File: src/rtl/display_timing_720p.sv
// display_timing_720p
// Raster timing generator for 720p60 (74.25 MHz pixel clock).
// Coordinates run from a negative blanking start (H_STA/V_STA) up to the
// last active pixel, so the active area is simply sx>=0 && sy>=0.
//
// Ports
//   clk_pix, rst_pix_n      pixel clock, async active-low reset
//   o_sx, o_sy              signed coordinate to the painter (stage 0)
//   o_frame, o_line         start-of-frame / start-of-line strobes (stage 0)
//   i_red/i_green/i_blue    painter colour for the current o_sx/o_sy
//   o_hsync, o_vsync, o_de  syncs and data enable (stage 1)
//   o_red/o_green/o_blue    registered colour, zero outside the active area
module display_timing_720p #(
    parameter int H_RES    = 1280,
    parameter int V_RES    = 720,
    parameter int H_FP     = 110,
    parameter int H_SYNC   = 40,
    parameter int H_BP     = 220,
    parameter int V_FP     = 5,
    parameter int V_SYNC   = 5,
    parameter int V_BP     = 20,
    parameter bit SYNC_POL = 1'b1
) (
    input  logic               clk_pix,
    input  logic               rst_pix_n,
    output logic signed [15:0] o_sx,
    output logic signed [15:0] o_sy,
    output logic               o_frame,
    output logic               o_line,
    input  logic [7:0]         i_red,
    input  logic [7:0]         i_green,
    input  logic [7:0]         i_blue,
    output logic               o_hsync,
    output logic               o_vsync,
    output logic               o_de,
    output logic [7:0]         o_red,
    output logic [7:0]         o_green,
    output logic [7:0]         o_blue
);

    localparam logic signed [15:0] H_STA  = 16'(-(H_FP + H_SYNC + H_BP));
    localparam logic signed [15:0] HS_STA = 16'(-(H_SYNC + H_BP));
    localparam logic signed [15:0] HS_END = 16'(-H_BP);
    localparam logic signed [15:0] HA_END = 16'(H_RES - 1);
    localparam logic signed [15:0] V_STA  = 16'(-(V_FP + V_SYNC + V_BP));
    localparam logic signed [15:0] VS_STA = 16'(-(V_SYNC + V_BP));
    localparam logic signed [15:0] VS_END = 16'(-V_BP);
    localparam logic signed [15:0] VA_END = 16'(V_RES - 1);

    // Sync level while not in the sync pulse.
    localparam logic SYNC_IDLE = ~SYNC_POL;

    logic signed [15:0] sx_q, sx_d;
    logic signed [15:0] sy_q, sy_d;
    logic               hsync_q, hsync_d;
    logic               vsync_q, vsync_d;
    logic               de_q, de_d;
    logic [7:0]         red_q, red_d;
    logic [7:0]         green_q, green_d;
    logic [7:0]         blue_q, blue_d;
    logic               hs_raw, vs_raw, de_raw;

    always_comb begin
        sx_d = sx_q + 16'sd1;
        sy_d = sy_q;
        if (sx_q == HA_END) begin
            sx_d = H_STA;
            sy_d = (sy_q == VA_END) ? V_STA : sy_q + 16'sd1;
        end

        hs_raw = (sx_q >= HS_STA) && (sx_q < HS_END);
        vs_raw = (sy_q >= VS_STA) && (sy_q < VS_END);
        de_raw = (sx_q >= 16'sd0) && (sy_q >= 16'sd0);

        hsync_d = SYNC_POL ? hs_raw : ~hs_raw;
        vsync_d = SYNC_POL ? vs_raw : ~vs_raw;
        de_d    = de_raw;
        // Painter output belongs to the coordinate on o_sx/o_sy this cycle,
        // so it is captured alongside that coordinate's de/sync.
        red_d   = de_raw ? i_red   : 8'd0;
        green_d = de_raw ? i_green : 8'd0;
        blue_d  = de_raw ? i_blue  : 8'd0;
    end

    always_ff @(posedge clk_pix or negedge rst_pix_n) begin
        if (!rst_pix_n) begin
            sx_q    <= H_STA;
            sy_q    <= V_STA;
            hsync_q <= SYNC_IDLE;
            vsync_q <= SYNC_IDLE;
            de_q    <= 1'b0;
            red_q   <= 8'd0;
            green_q <= 8'd0;
            blue_q  <= 8'd0;
        end else begin
            sx_q    <= sx_d;
            sy_q    <= sy_d;
            hsync_q <= hsync_d;
            vsync_q <= vsync_d;
            de_q    <= de_d;
            red_q   <= red_d;
            green_q <= green_d;
            blue_q  <= blue_d;
        end
    end

    assign o_sx    = sx_q;
    assign o_sy    = sy_q;
    assign o_line  = (sx_q == H_STA);
    assign o_frame = (sx_q == H_STA) && (sy_q == V_STA);
    assign o_hsync = hsync_q;
    assign o_vsync = vsync_q;
    assign o_de    = de_q;
    assign o_red   = red_q;
    assign o_green = green_q;
    assign o_blue  = blue_q;

endmodule

File: config.mk
export PLATFORM = sky130hd
export DESIGN_NAME = display_timing_720p
export DESIGN_NICKNAME = d
export VERILOG_FILES = /design/src/rtl/display_timing_720p.sv
export SDC_FILE = /design/constraint.sdc
export NUM_CORES = 1
export LEC_CHECK = 0
export ABC_CLOCK_PERIOD_IN_PS = 5070
export CAP_MARGIN = 30
export CORE_ASPECT_RATIO = 0.9
export CORE_MARGIN = 5
export CORE_UTILIZATION = 45
export DETAILED_ROUTE_END_ITERATION = 8
export GPL_ROUTABILITY_DRIVEN = 1
export PLACE_DENSITY = 0.78
export SYNTH_ARGS = -nofsm -noshare
export SYNTH_HDL_FRONTEND = slang
export SYNTH_SLANG_ARGS = --single-unit
File: constraint.sdc
create_clock -name clk_pix -period 5.07 [get_ports clk_pix]
set_input_delay 0.507 -clock clk_pix [delete_from_list [all_inputs] [get_ports clk_pix]]
set_output_delay 0.507 -clock clk_pix [all_outputs]
set_load 0.01 [all_outputs]
Word level (Yosys, flattened, before mapping)
Index checks and enable logic that the tools add are counted.
{ "totals": {"register_bits": 59, "elab_cells": 29} }
{ "op_classes": {"n_addsub": 2, "n_lt_le_gt_ge": 6, "eq_ne": 4, "mux": 5, "reduce_logical": 4} }
{ "op_table": {"columns": ["op", "n"], "rows": [
  ["16-bit by 2-bit adder with 16-bit output, second input constant", 2],
  ["16-bit by 1-bit greater-or-equal comparator with 1-bit output, second input constant", 2],
  ["16-bit two-way mux", 2],
  ["8-bit two-way mux", 3],
  ["16-bit by 10-bit == test with 1-bit output, second input constant", 1],
  ["16-bit by 11-bit == test with 1-bit output, second input constant", 1],
  ["16-bit by 12-bit == test with 1-bit output, second input constant", 1],
  ["16-bit by 6-bit == test with 1-bit output, second input constant", 1],
  ["16-bit by 10-bit greater-or-equal comparator with 1-bit output, second input constant", 1],
  ["16-bit by 6-bit greater-or-equal comparator with 1-bit output, second input constant", 1],
  ["16-bit by 6-bit less-than comparator with 1-bit output, second input constant", 1],
  ["16-bit by 9-bit less-than comparator with 1-bit output, second input constant", 1],
  ["1-bit logical AND", 4]
]} }

Depth between registers and ports, before layout
{ "depth": {"ltp_word": 3, "depth_mapped": 7} }

Worst setup path before layout
OpenSTA, ideal clock, no wires.
{ "synth_timing": {"kind": "reg2out", "from": "reg sx_q[1], in the netlist o_sx[1]", "to": "out o_frame", "arrival_ns": 1.657, "t_required_ns": 4.563, "slack_ns": 2.906, "path_stages_with_launch": 6, "cell_sequence": "dfstp_2 > ha_1 > nand4bb_1 > or4_1 > nor2_1 > and4_1"} }
{ "synth_between": {"elab_chain_len": 2} }
{ "synth_lines": {"columns": ["element", "line_no", "text"], "rows": [
  ["from (decl)", "53", "logic signed [15:0] sx_q, sx_d;"],
  ["from (signal assigned)", "87", "sx_q <= H_STA;"],
  ["from (signal assigned)", "96", "sx_q <= sx_d;"],
  ["16-bit by 10-bit == test with 1-bit output", null, null],
  ["net o_line", "29", "output logic o_line,"],
  ["1-bit logical AND", "110", "assign o_frame = (sx_q == H_STA) && (sy_q == V_STA);"],
  ["to (decl)", "28", "output logic o_frame,"]
]} }
The timed path passes the listed nets, and every way through them passes these cells.

Worst setup path in the final report
{ "layout_timing": {"from": "reg sx_q[1], in the netlist o_sx[1]", "to": "out o_frame"} }
{ "layout_between": {"elab_chain_len": 2} }
{ "layout_lines": {"columns": ["element", "line_no"], "rows": [
  ["16-bit by 10-bit == test with 1-bit output", "110"],
  ["1-bit logical AND", "110"]
]} }
No other way between the ends.

==> impl_metrics.json <==
{
  "run_status": "finished, final reports clean",
  "cts_buffers": 9,
  "vias_per_cell": 5.26,
  "wl_mm": 6.41,
  "finalMaxSlewViolations": 0,
  "seq_area_frac_synth_pct": 55.5,
  "cts.clk_slew.worst_paths_ns": 0.07,
  "yosys.cell_types.count": 48,
  "antenna_found_initial": 0,
  "fin_tns_setup_ns": 0,
  "dr.pass1.iters": 5,
  "die_w_um": 91.8,
  "fmax_mhz": 336,
  "die_area_um2": 7680,
  "core_area_um2": 5760,
  "cp-startpoint": "o_sx[1]",
  "grt_usage_pct": 18.0,
  "p_total_mw": 1.01,
  "switching_share_pct": 20.7,
  "netlist_area_um2": 2710,
  "synth_top_family_by_area": "simple AND/OR/NAND/NOR gates",
  "rrSetupSlack_ns": 2.88,
  "grt_pass1_vias": 2252,
  "hold_viol_final": 0,
  "worst_ep_arrival_time_ns": 2.47,
  "endpoint_kind": "primary output",
  "vias": 2136,
  "crit_family": "simple AND/OR/NAND/NOR gates",
  "max_stage_delay_ns": 0.58,
  "r2r_cells": 5,
  "drc": 0,
  "synth_adder_area_share_pct": 2.77,
  "post_route_cells_drive_above_1_share_pct": 16.1,
  "hold_path_class": "input pin to asynchronous set/reset pin",
  "rsz0062_at_grt": "no",
  "clock_sinks": 59,
  "cp_max_fo": 6,
  "postCtsResizedCells": 0,
  "p_int_mw": 0.804,
  "yosys_register_bits": 59,
  "path_cells": "ha_1 -> nand4bb_1 -> or4_1 -> nor2_1 -> and4_1 -> clkdlybuf4s50_1",
  "gr-total-overflow": 0,
  "async_reset_ff_share_pct": 100,
  "skew_ns": 0.00953,
  "num_antenna_cells": 0,
  "setup_viol": 0,
  "postCtsHoldBufs": 0,
  "fin_nets": 364,
  "vdd_drop_max_mv": 0.191,
  "die_h_um": 83.6,
  "cp-start-kind": "register",
  "avgSynthCellArea_um2": 11.2,
  "drt_iter0_drc": 60,
  "cp.required_ns": 4.56,
  "synth_nets": 274,
  "synthesis.instances": 242,
  "synth_top_flop_cell": "dfrtp_1",
  "tightest_slew_ns": 0.728,
  "max_cap_viol_count": 0,
  "cellLeakagePower_nw": 1.54,
  "final_cells": 406,
  "synth-compound-area-share_pct": 8.31,
  "initial_core_util_pct": 47.1,
  "port_buffers": 86,
  "relSlewSlack_pct": 51.3,
  "p_sw_mw": 0.210,
  "seqPwrFrac_pct": 47.7,
  "rows": 26,
  "grt_pass1_wl_mm": 11.1,
  "synthSimpleGateAreaFrac_pct": 25.7,
  "grt_max_degree": 60,
  "critPathBufInv": 1,
  "reg2reg_to": "o_sy[10]",
  "place_hpwl_mm": 4.64,
  "clk_latency_ns": 0.33,
  "min_period_ns": 2.98,
  "reg2reg_from": "o_sy[1]",
  "final_antenna_net_count": 0,
  "cts_setup_buffers": 0,
  "io_pins": 87,
  "layout_common_cells": "clkdlybuf4s50_1, dfrtp_1, and2_1",
  "pwr-share-clk_pct": 46.3,
  "final_common_cell": "clkdlybuf4s50_1",
  "gp_congestion": 0.822,
  "synthXorXnorAreaFrac_pct": 4.52,
  "yosys_warnings": 0,
  "synth_edf_count": 0,
  "dp.cells": 391,
  "clockBufferDepth": 2,
  "h-tree-depth": 3,
  "p_per_area_nw_per_um2": 265,
  "syn2layout_area_growth_pct": 41.1,
  "clockRootBuffer": "clkbuf_8",
  "p_comb_share_pct": 6.0,
  "muxShareOfSynthArea_pct": 0,
  "path_class": "register to primary output",
  "cts_tree": "built",
  "critPathSlowestCell": "dfstp_2",
  "wl_per_cell_um": 15.8,
  "period_share_pct": 58.7
}
[through the flow]
step	cell area, um^2	utilization, %	setup slack, ns	hold WS (ns)
3_5_place_dp	3610	62.7	2.44	0.516
6_report	3830	66.4	2.09	0.324
5_1_grt	3830	66.4	1.97	0.381
3_3_place_gp	3600	62.5	2.48	0.507
2_1_floorplan	2710	-	2.91	0.211
4_1_cts	3830	66.4	2.07	0.351
[registers in the layout, summed over array words and instances (netlist names)]
name     cells
o_green      8
o_de         1
o_sx        16
o_hsync      1
o_vsync      1
o_blue       8
o_sy        16
o_red        8
[worst max-delay path by stage]
stage | to | slack [ns] | depth (start not counted)
final | o_frame | 2.09 | 6
after CTS | o_frame | 2.07 | 6
after detailed placement | o_frame | 2.44 | 6
after global routing | o_frame | 1.97 | 7
after floorplan | o_frame | 2.91 | 5
after global placement | o_frame | 2.48 | 6
[metal layers]
layer  vias up  wire (um)  global-route usage [%]
met4         0         59                    4.45
met3         6        698                    10.2
met2        81       2880                    27.3
met5         -          0                       0
met1      1030       2760                    22.3
li1       1019          -                       -
[cell type report]
| type | instances | area [um^2] |
|---|---|---|
| clock inverters | 5 | 77.6 |
| fillers | 447 | 1930 |
| multi-input cells | 168 | 1120 |
| well taps | 70 | 87.6 |
| clock buffers | 10 | 138 |
| repair buffers | 88 | 875 |
| inverters | 6 | 22.5 |
| flip-flops and latches | 59 | 1510 |
[power by group through the flow]
| stage | clock network, mW | registers (mW) | logic [mW] |
|---|---|---|---|
| floorplan | 0 | 0.497 | 0.00610 |
| global placement | 0 | 0.491 | 0.0611 |
| detailed placement | 0 | 0.492 | 0.0618 |
| CTS | 0.481 | 0.484 | 0.0622 |
| global route | 0.504 | 0.485 | 0.0667 |
| finish | 0.470 | 0.484 | 0.0605 |
[cell families (layout without fill, tap and decap cells)]
| logic type | after synthesis | in the layout |
|---|---|---|
| compound gates | 36 | 36 |
| xor+xnor | 14 | 14 |
| fa+ha+maj | 6 | 6 |
| buf+inv | 15 | 109 |
| flops | 59 | 59 |
| simple gates | 112 | 112 |
[cells in the mapped netlist (all sizes together) (2+ instances only)]
library cell | n | area, um^2
nand2 | 20 | 85.1
ha | 6 | 75.1
o31ai | 3 | 27.5
o21ai | 9 | 45.0
a21oi | 13 | 68.8
nor4 | 2 | 27.5
buf | 5 | 46.3
dfrtp | 36 | 901
inv | 6 | 22.5
dfstp | 23 | 604
xnor2 | 7 | 61.3
a21o | 2 | 15.0
clkbuf | 4 | 16.3
nand3 | 16 | 85.1
o22a | 2 | 17.5
nor2 | 14 | 55.1
nor3 | 8 | 45.0
nor4b | 2 | 32.5
xor2 | 7 | 61.3
nand4 | 5 | 37.5
or3 | 3 | 18.8
nand4bb | 2 | 38.8
and2 | 25 | 156
nand2b | 2 | 12.5
and3 | 5 | 31.3
a31oi | 4 | 25.0
and4 | 4 | 35.0
(Power assumes the default switching activity.)
